`config.mk`:
```
export PLATFORM = sky130hd
export DESIGN_NAME = load_store_unit
export DESIGN_NICKNAME = d
export VERILOG_FILES = /design/src/rtl/load_store_unit.sv
export SDC_FILE = /design/constraint.sdc
export NUM_CORES = 1
export LEC_CHECK = 0
export CAP_MARGIN = 20
export CELL_PAD_IN_SITES_DETAIL_PLACEMENT = 0
export CELL_PAD_IN_SITES_GLOBAL_PLACEMENT = 1
export CORE_ASPECT_RATIO = 1.75
export CORE_MARGIN = 5
export CORE_UTILIZATION = 38
export DETAILED_ROUTE_END_ITERATION = 8
export GPL_ROUTABILITY_DRIVEN = 0
export PLACE_DENSITY_LB_ADDON = 0.1
export SLEW_MARGIN = 20
export SYNTH_ARGS = -nofsm -noshare
export SYNTH_HDL_FRONTEND = slang
export SYNTH_SLANG_ARGS = --single-unit
```
`constraint.sdc`:
```
create_clock -name clock_i -period 4.1 [get_ports clock_i]
set_input_delay 0.615 -clock clock_i [delete_from_list [all_inputs] [get_ports clock_i]]
set_output_delay 0.615 -clock clock_i [all_outputs]
set_load 0.1 [all_outputs]
```
`src/rtl/load_store_unit.sv`:
```
// MEM-stage load/store controller: one request at a time, word-only data memory
// access, sub-word load extraction/extension and read-modify-write for sub-word stores.
//
// state   | meaning
// IDLE    | ready for a request; latch fields and run fault check on accept
// READ    | word read strobe to memory, held while stalled
// CAPTURE | memory read data registered into the word buffer
// WRITE   | word write strobe with merged data, held while stalled
// DONE    | one-cycle response pulse
module load_store_unit #(
    parameter int ADDR_WIDTH     = 32,
    parameter int ENTRY_NUM_LOG2 = 7
) (
    input  logic                  clock_i,
    input  logic                  reset_n_i,
    input  logic                  req_valid_i,
    output logic                  req_ready_o,
    input  logic                  req_write_i,
    input  logic [ADDR_WIDTH-1:0] req_addr_i,
    input  logic [31:0]           req_wdata_i,
    input  logic [1:0]            req_mode_i,
    input  logic                  req_unsigned_i,
    output logic                  resp_valid_o,
    output logic [31:0]           resp_rdata_o,
    output logic                  resp_fault_o,
    output logic [ADDR_WIDTH-1:0] dm_addr_o,
    output logic [31:0]           dm_wdata_o,
    output logic                  dm_read_o,
    output logic                  dm_write_o,
    input  logic [31:0]           dm_rdata_i,
    input  logic                  dm_stall_i
);

    localparam logic [1:0] MODE_BYTE = 2'b00;
    localparam logic [1:0] MODE_HALF = 2'b01;
    localparam logic [1:0] MODE_ILL  = 2'b10;
    localparam logic [1:0] MODE_WORD = 2'b11;

    typedef enum logic [2:0] {
        IDLE,
        READ,
        CAPTURE,
        WRITE,
        DONE
    } state_t;

    state_t state, state_next;

    logic [ADDR_WIDTH-1:0] addr_q;
    logic [31:0]           wdata_q;
    logic [31:0]           word_buf_q;
    logic [1:0]            mode_q;
    logic                  write_q;
    logic                  unsigned_q;
    logic                  fault_q;

    logic                  accept;
    logic                  fault_in;
    logic [ADDR_WIDTH-1:0] word_addr;
    logic [31:0]           byte_shifted;
    logic [7:0]            byte_lane;
    logic [15:0]           half_lane;
    logic [31:0]           load_data;
    logic [31:0]           merged;

    // Reset is folded into ready so every output reads 0 while reset is held.
    assign accept = (state == IDLE) && reset_n_i && req_valid_i;

    always_comb begin
        fault_in = 1'b0;
        if (req_mode_i == MODE_ILL)
            fault_in = 1'b1;
        if ((req_mode_i == MODE_HALF) && req_addr_i[0])
            fault_in = 1'b1;
        if ((req_mode_i == MODE_WORD) && (req_addr_i[1:0] != 2'b00))
            fault_in = 1'b1;
        if (req_addr_i[ADDR_WIDTH-1:ENTRY_NUM_LOG2+2] != '0)
            fault_in = 1'b1;
    end

    always_ff @(posedge clock_i or negedge reset_n_i) begin
        if (!reset_n_i) begin
            state      <= IDLE;
            addr_q     <= '0;
            wdata_q    <= '0;
            mode_q     <= MODE_BYTE;
            write_q    <= 1'b0;
            unsigned_q <= 1'b0;
            fault_q    <= 1'b0;
            word_buf_q <= '0;
        end else begin
            state <= state_next;
            if (accept) begin
                addr_q     <= req_addr_i;
                wdata_q    <= req_wdata_i;
                mode_q     <= req_mode_i;
                write_q    <= req_write_i;
                unsigned_q <= req_unsigned_i;
                fault_q    <= fault_in;
            end
            if (state == CAPTURE)
                word_buf_q <= dm_rdata_i;
        end
    end

    assign word_addr    = {addr_q[ADDR_WIDTH-1:2], 2'b00};
    assign byte_shifted = word_buf_q >> {addr_q[1:0], 3'b000};
    assign byte_lane    = byte_shifted[7:0];
    assign half_lane    = addr_q[1] ? word_buf_q[31:16] : word_buf_q[15:0];

    always_comb begin
        load_data = word_buf_q;
        case (mode_q)
            MODE_BYTE: load_data = {{24{~unsigned_q & byte_lane[7]}}, byte_lane};
            MODE_HALF: load_data = {{16{~unsigned_q & half_lane[15]}}, half_lane};
            default:   load_data = word_buf_q;
        endcase
    end

    // Little-endian lane merge of store data over the word read back from memory.
    always_comb begin
        merged = word_buf_q;
        case (mode_q)
            MODE_BYTE: merged[{addr_q[1:0], 3'b000} +: 8] = wdata_q[7:0];
            MODE_HALF: merged[{addr_q[1], 4'b0000} +: 16] = wdata_q[15:0];
            default:   merged = wdata_q;
        endcase
    end

    always_comb begin
        state_next   = state;
        req_ready_o  = 1'b0;
        resp_valid_o = 1'b0;
        resp_rdata_o = '0;
        resp_fault_o = 1'b0;
        dm_addr_o    = '0;
        dm_wdata_o   = '0;
        dm_read_o    = 1'b0;
        dm_write_o   = 1'b0;
        case (state)
            IDLE: begin
                req_ready_o = reset_n_i;
                if (accept) begin
                    if (fault_in)
                        state_next = DONE;
                    else if (req_write_i && (req_mode_i == MODE_WORD))
                        state_next = WRITE;
                    else
                        state_next = READ;
                end
            end
            READ: begin
                dm_read_o = 1'b1;
                dm_addr_o = word_addr;
                if (!dm_stall_i)
                    state_next = CAPTURE;
            end
            CAPTURE: begin
                state_next = write_q ? WRITE : DONE;
            end
            WRITE: begin
                dm_write_o = 1'b1;
                dm_addr_o  = word_addr;
                dm_wdata_o = merged;
                if (!dm_stall_i)
                    state_next = DONE;
            end
            DONE: begin
                resp_valid_o = 1'b1;
                resp_fault_o = fault_q;
                if (!fault_q && !write_q)
                    resp_rdata_o = load_data;
                state_next = IDLE;
            end
            default: state_next = IDLE;
        endcase
    end

endmodule

```
==> key figures <==
Setup path
  – Capturing element type of the critical path: output port
  – Type of the worst setup path: register to output port
  – Crit start category: register
  – Launch point of the worst reg-to-reg path: state[0]$_DFFE_PN0P_
  – Worst reg-to-reg path cell count: 5
  – Required @ worst endpoint: between 3 and 4 ns
  – Capture point of the worst reg-to-reg path: state[1]$_DFFE_PN0P_
  – Arrival time of data at the critical path endpoint: 2.75 ns
  – Highest net fanout along the worst path: 14
  – Slack of the worst reg-to-reg path: 1.71 ns

Clock tree
  – Clk pin slew, worst setup/hold paths: 0.08 ns
  – Root Buffer Master: clkbuf_16
  – Number of sinks driven by the clock tree: 104
  – Num CTS Buffers: 9
  – # H-tree levels: 3
  – Number of setup buffers added after CTS: 0
  – Cts repair resizes: 0
  – Insertion delay of the later-clocked pin in the worst-skew pair: approximately 0.34 ns
  – Deepest clock path buffer count: 2
  – Clock tree from TritonCTS: done
  – Count of hold-fix buffers inserted at cts: 0

STA
  – Max-slew headroom at the worst pin: 35.3%
  – Setup repair after global routing missed its margin: no
  – Time the final worst path needs with I/O delays and setup: 3.37 ns
  – Slew at the pin closest to its max-slew limit: around 0.97 ns
  – Maximum clock rate: 0.297 GHz
  – Hold Violations, Final: 0
  – Setup TNS: 0 ns
  – Final worst path period share: roughly 82%
  – Setup ws final: 0.732 ns
  – Max-slew violation count: 0
  – Setup-failing EPs final: 0
  – Clock skew: 0.00765 ns

Synth
  – Top_reg_cell synth: dfrtp_1
  – Post-synthesis cell type count: 47
  – Synthesized area divided by synthesized cell count: around 10 um^2
  – Area fraction of the dominant cell type after synthesis: 42.0%
  – Sequential area share after synthesis: about two fifths
  – Count of flip-flops with a built-in enable after synthesis: 0
  – Most repeated cell in the gate-level netlist after synthesis: dfrtp_1
  – Yosys warning count: 0
  – Cell taking the most area after synthesis: dfrtp_1
  – Top post-synthesis cells by count: dfrtp_1, mux2_2, nand2_1, a21oi_1, and2_1
  – Combined area of all synthesized cells: 6200 um^2
  – Most area-consuming cells after synthesis: dfrtp_1, mux2_2, a221oi_1, a21oi_1, and2_1
  – Async set-or-reset flop fraction in the synthesized netlist: 100%
  – Synthesized instance count: 603
  – Count of state elements after synthesis: 104

Finish
  – Area Growth Syn to Fin: 44.7%
  – Storage element area: between 2000 and 3000 um^2
  – Total inserted antenna cells: 0
  – Fraction of layout instances using a drive strength above 1: 32.2%
  – Post-layout net count: 887
  – Final cell utilization of the core: 56.2%
  – Area used by multi-input combinational logic: 3350 um^2
  – # fillers: 1371

Floorplanning
  – Core Area: roughly 16000 um^2
  – Row cnt: slightly above 60
  – Initial core utilization: between 30% and 40%
  – Die boundary height: around 180 um
  – Die Outline Area: roughly 19000 um^2
  – Number of placed I/O pins: slightly above 200
  – Width of the die: 107 um

Drt
  – Average wire per standard cell: 22.1 um
  – First-pass iteration count of the detailed router: 6
  – Post-DRT Antenna Nets: 0
  – Vias after detailed routing: 5530
  – Vias/cell: 5.69
  – Detailed Route Iter0 Violations: 340
  – Remaining DRCs: 0
  – Routed wire length: around 22 mm

Power
  – Total power: 0.00604 W
  – Net Sw Power: 0.00276 W
  – Highest ir drop seen on vdd: 0.271 mV
  – Part of the power in registers: 37.4%
  – Part of the power in the clock network: 14.1%
  – Internal power: 0.00328 W
  – Share of total power consumed by net switching: a little under half
  – Comb pwr share: 48.5%
  – Leakage Power: 3.79 nW
  – Power per standard cell area: 673 nW/um^2

Placed design
  – HPWL after DPL: 16.6 mm
  – IO Port Bufs: 202
  – Worst slack, placed: roughly 1.1 ns

Outcome
  – Run status: finished clean

Global route
  – Number of antenna violations at the first check in global routing: 1
  – Vias in the first global route: 5821
  – Largest net degree at the start of global routing: 58
  – Overflow after GRT: 0
  – First-pass GRT wire length: 32.7 mm
  – Total routing resource utilization after global routing: 22.5%

Worst hold path
  – Hold crit path type: primary input to asynchronous set/reset pin

Flow run
  – Max capacitance violation total: 0
[routing by layer]
metal | vias to the layer above | global-route usage (%) | share of wire, %
li1 | 2556 | - | -
met1 | 2696 | 23.8 | 35
met2 | 227 | 42.2 | 54
met3 | 49 | 4.83 | 6.6
met4 | 2 | 9.92 | 4.4
met5 | - | 0 | 0.060
[how the worst max path moves through the flow]
stage | start | endpoint | slack [ns] | depth (start not counted)
6_report | addr_q[1]$_DFFE_PN0P_ | dm_wdata_o[24] | 0.73 | 8
5_1_grt | addr_q[1]$_DFFE_PN0P_ | dm_wdata_o[24] | 0.55 | 8
4_1_cts | state[0]$_DFFE_PN0P_ | resp_rdata_o[11] | 0.71 | 4
3_5_place_dp | state[0]$_DFFE_PN0P_ | resp_rdata_o[11] | 1.10 | 4
3_3_place_gp | state[0]$_DFFE_PN0P_ | resp_rdata_o[12] | 1.14 | 4
2_1_floorplan | addr_q[1]$_DFFE_PN0P_ | resp_rdata_o[10] | -0.15 | 5
[worst max-delay path: stages, from the launching register on]
cell,delay [ns]
dfrtp_1,0.38
inv_1,0.30
ha_1,0.36
nor4bb_1,0.34
buf_4,0.22
a221oi_1,0.09
a211o_1,0.31
a21oi_2,0.21
buf_12,0.20
[flip-flops by register name, indices dropped and copies added, names as in the netlist]
name,cells
word_buf_q,32
state,3
mode_q,2
fault_q,1
addr_q,32
write_q,1
unsigned_q,1
wdata_q,32
[through the flow]
stage               instances  cell area, um^2  hold slack (ns)
finish                    972             8970            0.381
global route              972             8970            0.435
CTS                       971             8960            0.397
detailed placement        955             8680            0.476
global placement          955             8680            0.466
floorplan                 604             6300            0.319
[area by class of cell]
class                           count  share of cell area, %
Clock buffer                       10                   2.66
Timing Repair Buffer              216                   26.5
Inverter                           30                   1.26
Tap cell                          189                   2.64
Multi-Input combinational cell    417                   37.4
Clock inverter                      6                  0.558
Sequential cell                   104                   29.0
[cell families after synthesis]
family,count (synthesis),share of synthesized area [%]
AOI/OAI and AO/OA,158,18.0
and+or+nand+nor,143,12.3
muxes,109,20.9
DFF,104,42.0
buffers and inverters,83,5.69
adders and majority gates,5,1.01
other,1,0.0605
[placed cells by master, fill, tap and decap left out, types with 2 or more instances in the layout]
master,netlist,final
dfrtp_1,104,103
a21oi_1,41,25
or2_2,3,3
o22ai_1,14,14
mux4_2,8,8
mux2_2,72,72
nor4bb_1,2,2
clkdlybuf4s50_1,0,103
a221oi_1,28,28
a211oi_2,0,2
inv_1,29,29
inv_6,0,2
mux2i_1,19,19
ha_1,5,5
buf_12,0,40
nor3_1,9,3
nand2b_1,2,2
mux2_1,10,10
o21ai_0,27,27
nor4_1,5,5
a222oi_1,7,7
nor2_1,26,26
nor3_2,8,14
and2_1,32,32
clkbuf_16,0,9
a22o_1,10,10
a211o_1,16,16
nand2_1,43,42
conb_1,1,2
nor2b_1,7,6
a21o_1,3,3
buf_4,2,72
a21oi_2,0,16
a221oi_2,2,2
[power groups by stage]
stage	logic, W	registers, W	clock network, W
3_3_place_gp	0.00286	0.00225	0
2_1_floorplan	0.00242	0.00186	0
5_1_grt	0.00319	0.00232	0.000919
6_report	0.00293	0.00226	0.000852
3_5_place_dp	0.00293	0.00226	0
4_1_cts	0.00293	0.00225	0.000879
No activity file was read; power rests on OpenSTA's default activity.
